## config.mk

```make
export PLATFORM = sky130hd
export DESIGN_NAME = multdiv_arbiter
export DESIGN_NICKNAME = d
export VERILOG_FILES = /design/src/rtl/multdiv_arbiter.sv
export SDC_FILE = /design/constraint.sdc
export NUM_CORES = 1
export LEC_CHECK = 0
export ABC_AREA = 1
export BUFFER_PORTS_ARGS = -buffer_cell sky130_fd_sc_hd__buf_4
export CAP_MARGIN = 40
export CORE_MARGIN = 3
export CORE_UTILIZATION = 48
export DETAILED_ROUTE_END_ITERATION = 8
export PLACE_DENSITY = 0.86
export SETUP_SLACK_MARGIN = 0.4
export SYNTH_ARGS = -nofsm -noshare
export SYNTH_HDL_FRONTEND = slang
export SYNTH_SLANG_ARGS = --single-unit
```

## constraint.sdc

```tcl
create_clock -name clock -period 3.5 [get_ports clock]
set_input_delay 0.525 -clock clock [delete_from_list [all_inputs] [get_ports clock]]
set_output_delay 0.525 -clock clock [all_outputs]
set_load 0.05 [all_outputs]
```

## src/rtl/multdiv_arbiter.sv

```systemverilog
// Two-requester round-robin front end for a shared multiply/divide unit.
// One operation is in flight at a time: grant, issue pulse, wait for result or timeout, respond.
module multdiv_arbiter #(
  parameter int TIMEOUT = 40
) (
  input  logic        clock,
  input  logic        clr_n,
  input  logic        a_req_valid,
  input  logic        a_req_op,
  input  logic [31:0] a_req_opA,
  input  logic [31:0] a_req_opB,
  output logic        a_req_ready,
  input  logic        b_req_valid,
  input  logic        b_req_op,
  input  logic [31:0] b_req_opA,
  input  logic [31:0] b_req_opB,
  output logic        b_req_ready,
  output logic        rsp_valid,
  output logic        rsp_id,
  output logic [31:0] rsp_result,
  output logic        rsp_exception,
  input  logic        rsp_ready,
  output logic [31:0] md_opA,
  output logic [31:0] md_opB,
  output logic        md_ctrl_MULT,
  output logic        md_ctrl_DIV,
  input  logic [31:0] md_result,
  input  logic        md_exception,
  input  logic        md_resultRDY,
  output logic        busy,
  output logic [1:0]  dbg_state
);

  typedef enum logic [1:0] {
    IDLE  = 2'd0,
    ISSUE = 2'd1,
    WAIT  = 2'd2,
    RESP  = 2'd3
  } state_e;

  localparam logic [5:0] TO_LAST = 6'(TIMEOUT - 1);

  state_e      state_q, state_d;
  logic        last_b_q, last_b_d;
  logic [5:0]  cnt_q, cnt_d;
  logic [31:0] md_opA_q, md_opA_d;
  logic [31:0] md_opB_q, md_opB_d;
  logic        mult_q, mult_d;
  logic        div_q, div_d;
  logic        rsp_valid_q, rsp_valid_d;
  logic        rsp_id_q, rsp_id_d;
  logic [31:0] rsp_result_q, rsp_result_d;
  logic        rsp_exc_q, rsp_exc_d;
  logic        busy_q, busy_d;
  logic        grant_a, grant_b;

  // Handshakes: a request transfers in the cycle *_req_valid & *_req_ready are both 1;
  // a response transfers in the cycle rsp_valid & rsp_ready are both 1.
  // On a tie the requester that was not served last wins; ready is gated by reset.
  assign grant_a = (state_q == IDLE) && clr_n && a_req_valid && (!b_req_valid || last_b_q);
  assign grant_b = (state_q == IDLE) && clr_n && b_req_valid && (!a_req_valid || !last_b_q);

  always_comb begin
    state_d      = state_q;
    last_b_d     = last_b_q;
    cnt_d        = cnt_q;
    md_opA_d     = md_opA_q;
    md_opB_d     = md_opB_q;
    mult_d       = 1'b0;
    div_d        = 1'b0;
    rsp_valid_d  = rsp_valid_q;
    rsp_id_d     = rsp_id_q;
    rsp_result_d = rsp_result_q;
    rsp_exc_d    = rsp_exc_q;
    busy_d       = busy_q;
    case (state_q)
      IDLE: begin
        if (grant_a || grant_b) begin
          state_d  = ISSUE;
          busy_d   = 1'b1;
          rsp_id_d = grant_b;
          md_opA_d = grant_b ? b_req_opA : a_req_opA;
          md_opB_d = grant_b ? b_req_opB : a_req_opB;
          mult_d   = grant_b ? !b_req_op : !a_req_op;
          div_d    = grant_b ? b_req_op : a_req_op;
        end
      end
      ISSUE: begin
        state_d = WAIT;
        cnt_d   = 6'd0;
      end
      WAIT: begin
        cnt_d = cnt_q + 6'd1;
        // A result arriving on the timeout cycle takes priority over the timeout.
        if (md_resultRDY) begin
          state_d      = RESP;
          rsp_valid_d  = 1'b1;
          rsp_result_d = md_result;
          rsp_exc_d    = md_exception;
        end else if (cnt_q == TO_LAST) begin
          state_d      = RESP;
          rsp_valid_d  = 1'b1;
          rsp_result_d = 32'd0;
          rsp_exc_d    = 1'b1;
        end
      end
      RESP: begin
        if (rsp_ready) begin
          state_d     = IDLE;
          rsp_valid_d = 1'b0;
          busy_d      = 1'b0;
          last_b_d    = rsp_id_q;
        end
      end
      default: state_d = IDLE;
    endcase
  end

  always_ff @(posedge clock or negedge clr_n) begin
    if (!clr_n) begin
      state_q      <= IDLE;
      last_b_q     <= 1'b1;
      cnt_q        <= 6'd0;
      md_opA_q     <= 32'd0;
      md_opB_q     <= 32'd0;
      mult_q       <= 1'b0;
      div_q        <= 1'b0;
      rsp_valid_q  <= 1'b0;
      rsp_id_q     <= 1'b0;
      rsp_result_q <= 32'd0;
      rsp_exc_q    <= 1'b0;
      busy_q       <= 1'b0;
    end else begin
      state_q      <= state_d;
      last_b_q     <= last_b_d;
      cnt_q        <= cnt_d;
      md_opA_q     <= md_opA_d;
      md_opB_q     <= md_opB_d;
      mult_q       <= mult_d;
      div_q        <= div_d;
      rsp_valid_q  <= rsp_valid_d;
      rsp_id_q     <= rsp_id_d;
      rsp_result_q <= rsp_result_d;
      rsp_exc_q    <= rsp_exc_d;
      busy_q       <= busy_d;
    end
  end

  assign a_req_ready   = grant_a;
  assign b_req_ready   = grant_b;
  assign rsp_valid     = rsp_valid_q;
  assign rsp_id        = rsp_id_q;
  assign rsp_result    = rsp_result_q;
  assign rsp_exception = rsp_exc_q;
  assign md_opA        = md_opA_q;
  assign md_opB        = md_opB_q;
  assign md_ctrl_MULT  = mult_q;
  assign md_ctrl_DIV   = div_q;
  assign busy          = busy_q;
  assign dbg_state     = state_q;

endmodule

```

==> results_dict.tcl, run 1 <==
set metrics [dict create \
    hp-class "primary input to async pin" \
    synth.avg_cell_area_um2 8.43 \
    hold_viol_final 0 \
    core.rowCount 36 \
    vias_per_cell 5.19 \
    grt_pass1_wl_mm 24.5 \
    fin_cells 974 \
    netlist_top_cells_area "dfrtp_1 56%, nand2_1 19%, a31oi_1 8.3%" \
    die_y_um 107 \
    cts_setup_buffers 0 \
    numClockSinks 111 \
    synth_nets 754 \
    drc 0 \
    dpl.hpwl_mm 12.3 \
    grt_use_met1_pct 32.7 \
    io_pins 275 \
    finalWirelength_mm 16.1 \
    worstMarginPinSlew_ns 0.709 \
    setup_viol 0 \
    clock_latency_ns 0.37 \
    die_w_um 107 \
    place.gp.congestion 0.909 \
    cts.hold.buffers_added 0 \
    area_growth_pct 45.9 \
    relSlewSlack_pct 52.8 \
    synth-seq-cells 111 \
    cts_resized 0 \
    worstRegToRegCells 9 \
    cts_max_path_buffers 2 \
    finalCritPeriodShare_pct 74.7 \
    status "completed" \
    yosys.area.top_type_share_pct 56.2 \
    slew_violations 0 \
    p_per_area_nw_per_um2 1040 \
    peakVddDrop_v 0.000511 \
    final_util_pct 72.4 \
    vias 5056 \
    grt_max_degree 105 \
    yosysSeqAreaShare_pct 56.7 \
    ff_latch_area_um2 2780 \
    multi_input_area_um2 1820 \
    reg2reg_from "dbg_state[0]$_DFFE_PN0P_" \
    cp_max_fo 33 \
    yosysUniqueCellTypes 21 \
    track_usage_pct 27.3 \
    drt-wirelength-per-cell_um 16.5 \
    yosysWarnings 0 \
    finClkSkew_ns 0.00724 \
    grt_use_met2_pct 48.3 \
    first_pass_iters 5 \
    cts.clk_slew.worst_paths_ns 0.10 \
    num-nets-final 1010 \
    syn_inst 581 \
    regToRegSetupSlack_ns 1.23 \
    fp.coreArea_um2 9860 \
    worstPathArrival_ns 2.09 \
    power.leakage_uw 0.00373 \
    cts_tree "yes" \
    synth.cell_area_um2 4900 \
    maxCapViolations 0 \
    period_minus_slack_ns 2.61 \
    port_buffers 274 \
    grt_busiest_layer "met2" \
    rsz0062_at_grt "no" \
    final.fill_count 763 \
    final_cell_mix "279 x buf_4, 247 x nand2_1, 110 x dfrtp_1" \
    drt_iter0_drc 490 \
    cp-start-kind "flip-flop" \
    grt_pass1_vias 4838 \
    fin_area_um2 7150 \
    yosysTopAreaCell "dfrtp_1" \
    grt_overflow_total 0 \
    critical_path_class "flip-flop to output port" \
    antenna_found_initial 0 \
    cts_inserted_buffers 9 \
    hold_slack_ns 0.291 \
    timing.rr.end "md_opA[16]$_DFFE_PN0P_" \
    post_dp_cell_area_um2 6960 \
    endpoint_kind "output port" \
    crit_required_ns 2.97 \
    fin_tns_setup_ns 0 \
    use_met3_pct 6.14 \
    clockRootBuffer "clkbuf_8" \
    detail-route-antenna-nets 0 \
    initial_core_util_pct 49.7 \
    htreeDepth 3 \
    die-area_um2 11500 \
    post_route_cells_drive_above_1_share_pct 36.3 \
    max_freq_mhz 383 \
    diodes 0 \
    dp_cells 959 \
    final_common_cell "buf_4" \
]
-- through the flow --
step           worst slack (ns)  total power, µW
2_1_floorplan              1.15             5280
3_3_place_gp               1.33             6590
3_5_place_dp               1.28             6750
4_1_cts                   0.859             7480
5_1_grt                   0.724             7840
6_report                  0.887             7450
-- power breakdown --
part / switching (µW) / internal [µW] / total [µW]
Clock: 413 / 312 / 725
Combinational: 3170 / 1310 / 4490
Sequential: 358 / 1880 / 2240
-- kinds of logic (layout without fill, tap and decap cells) --
group                      after synthesis  after routing  share of synthesized area (%)
DFF                                    111            111                           56.7
AOI/OAI and AO/OA                       82             82                           10.2
buffers and inverters                   53            313                           6.21
and+or+nand+nor                        331            331                           25.9
adders and majority gates                4              4                           1.02
-- critical path, cell delays in order, from the launching register on --
cell	delay, ns
dfrtp_1	0.43
inv_1	0.11
ha_1	0.20
nand2_1	0.08
inv_2	0.08
nand3_2	0.08
inv_2	0.44
buf_4	0.31
-- sequential cells by signal (all words and copies together) (netlist names) --
signal	count
rsp_valid	1
md_ctrl_MULT	1
last_b_q	1
dbg_state	2
md_opA	32
md_opB	32
rsp_exception	1
md_ctrl_DIV	1
busy	1
rsp_id	1
cnt_q	6
rsp_result	32
-- worst max-delay path by stage --
stage,startpoint,to,cells past startpoint
floorplan,dbg_state[0]$_DFFE_PN0P_,a_req_ready,6
global placement,dbg_state[0]$_DFFE_PN0P_,md_opB[18]$_DFFE_PN0P_,8
detailed placement,dbg_state[0]$_DFFE_PN0P_,md_opA[16]$_DFFE_PN0P_,9
CTS,dbg_state[0]$_DFFE_PN0P_,b_req_ready,7
global route,dbg_state[0]$_DFFE_PN0P_,b_req_ready,7
finish,dbg_state[0]$_DFFE_PN0P_,b_req_ready,7
-- metal layers --
| layer | vias to the layer above | routed length, µm |
|---|---|---|
| met5 | - | 0 |
| met4 | 0 | 421 |
| met3 | 30 | 997 |
| met2 | 195 | 8630 |
| met1 | 2440 | 6010 |
| li1 | 2391 | - |
-- final cells by class --
| type | count | share of cell area [%] |
|---|---|---|
| well taps | 133 | 2.33 |
| clock buffers | 12 | 2.31 |
| multi-input cells | 417 | 25.4 |
| flip-flops and latches | 111 | 38.9 |
| inverters | 17 | 0.911 |
| clock inverters | 3 | 0.245 |
| repair buffers | 281 | 29.9 |
-- cells in the mapped netlist --
| master | number |
|---|---|
| nand3_2 | 1 |
| nand3_1 | 7 |
| inv_1 | 13 |
| dfstp_2 | 1 |
| a31oi_1 | 65 |
| buf_4 | 7 |
| dfrtp_1 | 110 |
| o21ai_0 | 4 |
| buf_2 | 21 |
| nand4_1 | 2 |
| clkbuf_1 | 1 |
| a21oi_1 | 10 |
| nand2_1 | 247 |
| buf_6 | 7 |
| inv_2 | 4 |
| o21ai_2 | 1 |
| ha_1 | 4 |
| or2_2 | 2 |
| o21ai_1 | 1 |
| nor2_1 | 72 |
| o211ai_1 | 1 |
No activity file was read; power rests on OpenSTA's default activity.
==> run 2, diff against run 1 <==
Settings changed: ABC_AREA 1 to 0, CORE_UTILIZATION 48 to 40, PLACE_DENSITY 0.86 to 0.77.
Clock period 3.5 ns to 2.12 ns, I/O delays scaled along.
==> results_dict.tcl, run 2 <==
set metrics [dict create \
    cts_inserted_buffers 9 \
    detail-route-antenna-nets 0 \
    drc 0 \
    synth-seq-cells 111 \
    finalCritPeriodShare_pct 85.1 \
    worstMarginPinSlew_ns 0.762 \
    yosysUniqueCellTypes 33 \
    fp.coreArea_um2 11600 \
    slew_violations 0 \
    track_usage_pct 20.5 \
    clock_latency_ns 0.34 \
    cts.clk_slew.worst_paths_ns 0.07 \
    grt_pass1_vias 4260 \
    yosys_most_used_dff "dfrtp_1" \
    die-area_um2 13400 \
    antenna_found_initial 0 \
    numClockSinks 111 \
    p_per_area_nw_per_um2 1670 \
    finalWirelength_mm 14.9 \
    power.leakage_uw 0.00425 \
    synth.cell_area_um2 4830 \
    first_pass_iters 6 \
    die_w_um 116 \
    initial_core_util_pct 41.6 \
    syn_inst 432 \
    cts_max_path_buffers 2 \
    hold_viol_final 0 \
    vias_per_cell 5.05 \
    rsz0062_at_grt "yes" \
    yosysSeqAreaShare_pct 57.6 \
    synth-edff-count 0 \
    period_minus_slack_ns 1.80 \
    drt-wirelength-per-cell_um 17.5 \
    dpl.hpwl_mm 10.6 \
    max_freq_mhz 555 \
    num-nets-final 879 \
    synth_common_cells "110 x dfrtp_1, 71 x nand2_1, 67 x o21ai_1" \
    diodes 0 \
    netlist_top_cells_area "dfrtp_1 57%, mux2i_1 14%, o21ai_1 6.9%" \
    async_reset_ff_share_pct 100 \
    status "completed" \
    final.fill_count 928 \
    yosysTopAreaCell "dfrtp_1" \
    vias 4310 \
    finClkSkew_ns 0.00652 \
    grt_pass1_wl_mm 21.5 \
    endpoint_kind "output port" \
    fin_tns_setup_ns 0 \
    final_common_cell "buf_4" \
    relSlewSlack_pct 49.2 \
    final_cell_mix "285 x buf_4, 108 x dfrtp_1, 71 x nand2_1" \
    post_dp_cell_area_um2 7080 \
    clockRootBuffer "clkbuf_16" \
    setup_viol 0 \
    fin_area_um2 7580 \
    synth_most_common_cell "dfrtp_1" \
    worstPathArrival_ns 1.49 \
    place.gp.congestion 0.782 \
    cts_tree "yes" \
    cp-start-kind "flip-flop" \
    core.rowCount 39 \
    crit_required_ns 1.80 \
    yosys.area.top_type_share_pct 57.0 \
    peakVddDrop_v 0.000816 \
    die_y_um 116 \
    hp-class "primary input to async pin" \
    port_buffers 274 \
    drt_iter0_drc 225 \
    maxCapViolations 0 \
    critical_path_class "flip-flop to output port" \
    synth_nets 605 \
    yosysWarnings 0 \
    synth.avg_cell_area_um2 11.2 \
    htreeDepth 3 \
    cp_max_fo 4 \
    area_growth_pct 57.0 \
    grt_max_degree 133 \
    grt_overflow_total 0 \
    post_route_cells_drive_above_1_share_pct 45.3 \
    io_pins 275 \
]
-- run 2: what timing repair did --
item                                    4_1_cts  5_1_grt
hold buffers                                  1        0
resized for setup                             4        5
endpoints found under the setup margin        4       45
hold endpoints to repair                      3        0
setup buffers                                 7        1
pin swaps                                     2        3
gates cloned                                  2        1
-- run 2: metrics by stage --
step	power, µW	setup slack [ns]	utilization, %	std cells	hold slack [ns]
2_1_floorplan	8460	0.362	-	432	0.0224
5_1_grt	13300	0.254	65.2	854	0.193
6_report	12700	0.317	65.2	854	0.162
3_3_place_gp	10600	0.388	61.0	826	0.144
4_1_cts	12700	0.290	64.9	852	0.181
3_5_place_dp	10800	0.349	61.0	826	0.149
-- run 2: path summary, 6_finish.rpt --
path                                           from                    endpoint  slack, ns  cells after the start
setup / recovery           dbg_state[1]$_DFFE_PN0P_                 b_req_ready       0.32                      6
hold / removal                                clr_n       rsp_valid$_DFFE_PN0P_       0.16                      2
setup reg to reg           dbg_state[1]$_DFFE_PN0P_    dbg_state[1]$_DFFE_PN0P_       0.35                      6
hold reg to reg              md_opA[26]$_DFFE_PN0P_      md_opA[26]$_DFFE_PN0P_       0.49                      2
max in group asynchronous                     clr_n      md_opA[19]$_DFFE_PN0P_       1.39                      2
min in group clock                    md_result[14]  rsp_result[14]$_DFFE_PN0P_       0.20                      2
-- run 2: worst max-delay path, stage by stage (launching register included) --
cell and delay [ns]:
dfrtp_2 0.42, inv_2 0.07, ha_4 0.15, nand4_1 0.16, buf_12 0.19, clkinv_8 0.04, buf_12 0.12
-- run 2: power breakdown --
group | total, µW | switching, µW | internal, µW
Combinational | 7350 | 4920 | 2430
Sequential | 3600 | 535 | 3060
Clock | 1750 | 736 | 1010
Total | 12700 | 6190 | 6500
-- run 2: per-layer routing --
metal  share of wire, %  vias to the layer above  global-route usage, %
met5                  0                        -                      0
met4                1.3                        0                   6.03
met3                7.0                       19                   3.92
met2                 53                      167                   38.0
met1                 38                     2068                   24.1
li1                   -                     2056                      -
-- run 2: final cells by class --
cell class / count / area [µm²] / share of cell area (%)
tap: 143 / 179 / 2.36
clock inverter: 3 / 40.0 / 0.528
sequential: 111 / 2780 / 36.7
timing repair buffer: 294 / 2330 / 30.7
inverter: 11 / 56.3 / 0.743
clock buffer: 13 / 270 / 3.57
multi-input combinational: 279 / 1920 / 25.3
-- run 2: logic make-up after synthesis --
| kind of cell | after synthesis | share of synthesized area (%) |
|---|---|---|
| flip-flops | 111 | 57.6 |
| AND/OR/NAND/NOR | 92 | 8.19 |
| buffers and inverters | 42 | 3.89 |
| XOR/XNOR | 1 | 0.182 |
| adder cells (fa/ha/maj) | 4 | 1.04 |
| multiplexers | 67 | 13.9 |
| AO/OA/AOI/OAI | 115 | 15.2 |
==> run 3, diff against run 2 <==
Settings changed: TNS_END_PERCENT from default to 20.
Clock period 2.12 ns to 1.5 ns, I/O delays scaled along.
==> results_dict.tcl, run 3 (synthesis results as in run 2) <==
set metrics [dict create \
    cpMaxStageDelayCell "dfrtp_2" \
    cts_tree "yes" \
    fin_cells 879 \
    drt-wirelength-per-cell_um 18.1 \
    cp-start-kind "flip-flop" \
    layout_setup_ws_ns -0.248 \
    worstRegToRegCells 8 \
    detail-route-antenna-nets 0 \
    slew_violations 0 \
    crit_required_ns 1.72 \
    reg2reg_from "dbg_state[1]$_DFFE_PN0P_" \
    dpl.hpwl_mm 11.1 \
    path_cells "inv_2, ha_4, nand4_1, buf_6, buf_4, buf_12, mux2i_2, o21ai_1" \
    fp.coreArea_um2 11600 \
    area_growth_pct 74.9 \
    htreeDepth 3 \
    setup_viol 103 \
    num-nets-final 905 \
    antenna_found_initial 0 \
    crit_buf_inv 4 \
    period_minus_slack_ns 1.75 \
    finalPower_uw 19600 \
    rsz0062_at_grt "yes" \
    finalWirelength_mm 16.0 \
    clockRootBuffer "clkbuf_16" \
    cts_inserted_buffers 9 \
    worstPathArrival_ns 1.97 \
    core.rowCount 39 \
    cp_max_fo 9 \
    grt_use_met1_pct 25.5 \
    max_freq_mhz 572 \
    final_cell_mix "192 x buf_4, 109 x buf_6, 108 x dfrtp_1" \
    endpoint_kind "flip-flop" \
    grt_pass1_vias 4703 \
    relSlewSlack_pct 64.0 \
    p_per_area_nw_per_um2 2320 \
    finalCritPeriodShare_pct 117 \
    grt_overflow_total 0 \
    numClockSinks 111 \
    place_ws_ns -0.196 \
    port_buffers 274 \
    status "finished, violations left" \
    dp_cells 848 \
    critPathLaunch "dbg_state[1]$_DFFE_PN0P_" \
    diodes 0 \
    finClkSkew_ns 0.00583 \
    peakVddDrop_v 0.00173 \
    post_route_cells_drive_above_1_share_pct 51.4 \
    hold_viol_final 26 \
    grt_pass1_wl_mm 23.9 \
    drt_iter0_drc 264 \
    path_delay_family "buffers and inverters" \
    grt_busiest_layer "met2" \
    power.leakage_uw 0.00446 \
    first_pass_iters 4 \
    track_usage_pct 23.0 \
    final_common_cell "buf_4" \
    max_stage_delay_ns 0.43 \
    grt_max_degree 63 \
    die-area_um2 13400 \
    cts_max_path_buffers 2 \
    worstMarginPinSlew_ns 0.540 \
    hp-class "primary input to async pin" \
    initial_core_util_pct 41.6 \
    hold_slack_ns -0.0145 \
    grt_use_met2_pct 41.1 \
    cts.clk_slew.worst_paths_ns 0.07 \
    violations "negative hold slack, negative setup slack" \
    clock_latency_ns 0.35 \
    vias 4503 \
    io_pins 275 \
    critical_path_class "flip-flop to flip-flop" \
    crit_cells 8 \
    final_util_pct 72.7 \
    maxCapViolations 0 \
    place.gp.congestion 0.838 \
    vias_per_cell 5.12 \
    die_y_um 116 \
    use_met3_pct 7.05 \
    drc 0 \
    die_w_um 116 \
]
[run 3: cell types whose count changed in the layout (fill, tap and decap cells not counted), sizes merged]
cell	before	now
buf	290	318
bufbuf	2	0
bufinv	1	0
clkinv	3	2
clkinvlp	0	1
dlygate4sd3	1	0
inv	10	11
[run 3: repair_timing]
| item | CTS | global route |
|---|---|---|
| gates resized for setup | 137 | 36 |
| endpoints found under the setup margin | 217 | 217 |
| hold endpoints to repair | 31 | 0 |
| buffers inserted | 7 | 5 |
| cloned | 2 | 2 |
| pin swaps | 47 | 14 |
[run 3: worst paths after layout]
check | endpoint | slack (ns)
min in group clock | rsp_result[30]$_DFFE_PN0P_ | 0.10
worst max register to register | md_opA[19]$_DFFE_PN0P_ | -0.25
max in group asynchronous | md_opA[14]$_DFFE_PN0P_ | 0.94
worst max-delay path | md_opA[19]$_DFFE_PN0P_ | -0.25
worst min-delay path | rsp_result[2]$_DFFE_PN0P_ | -0.01
worst min register to register | md_opB[21]$_DFFE_PN0P_ | 0.51
[run 3: report_power, final]
part	total (µW)	leakage [µW]	internal (µW)	switching (µW)
clock network	2280	0.000140	1250	1030
logic	11900	0.00294	4760	7180
registers	5360	0.00138	4330	1020
[run 3: worst reg2reg max path, cell delays in order, from the launching register on]
cell and delay [ns]:
dfrtp_2 0.43, inv_2 0.09, ha_4 0.17, nand4_1 0.13, buf_6 0.18, buf_4 0.18, buf_12 0.16, mux2i_2 0.20
o21ai_1 0.08
[run 3: cell type report]
cell class                 count  area, µm²
multi-input combinational    279       2090
sequential                   111       2780
tap                          143        179
clock buffer                  12        267
inverter                      11       56.3
fill                         815       3180
clock inverter                 3       17.5
timing repair buffer         320       3040
[run 3: routing by layer]
metal / wire, µm / part of all wire [%] / vias up
li1: - / - / 2118
met1: 5700 / 36 / 2161
met2: 8580 / 54 / 181
met3: 1140 / 7.1 / 43
met4: 529 / 3.3 / 0
met5: 0 / 0 / -
[run 3: through the flow]
step / area (µm²) / setup TNS [ns]
detailed placement: 7300 / -6.73
global route: 8440 / -19.86
global placement: 7280 / -2.78
floorplan: 4940 / -17.42
CTS: 8220 / -10.22
finish: 8440 / -14.58
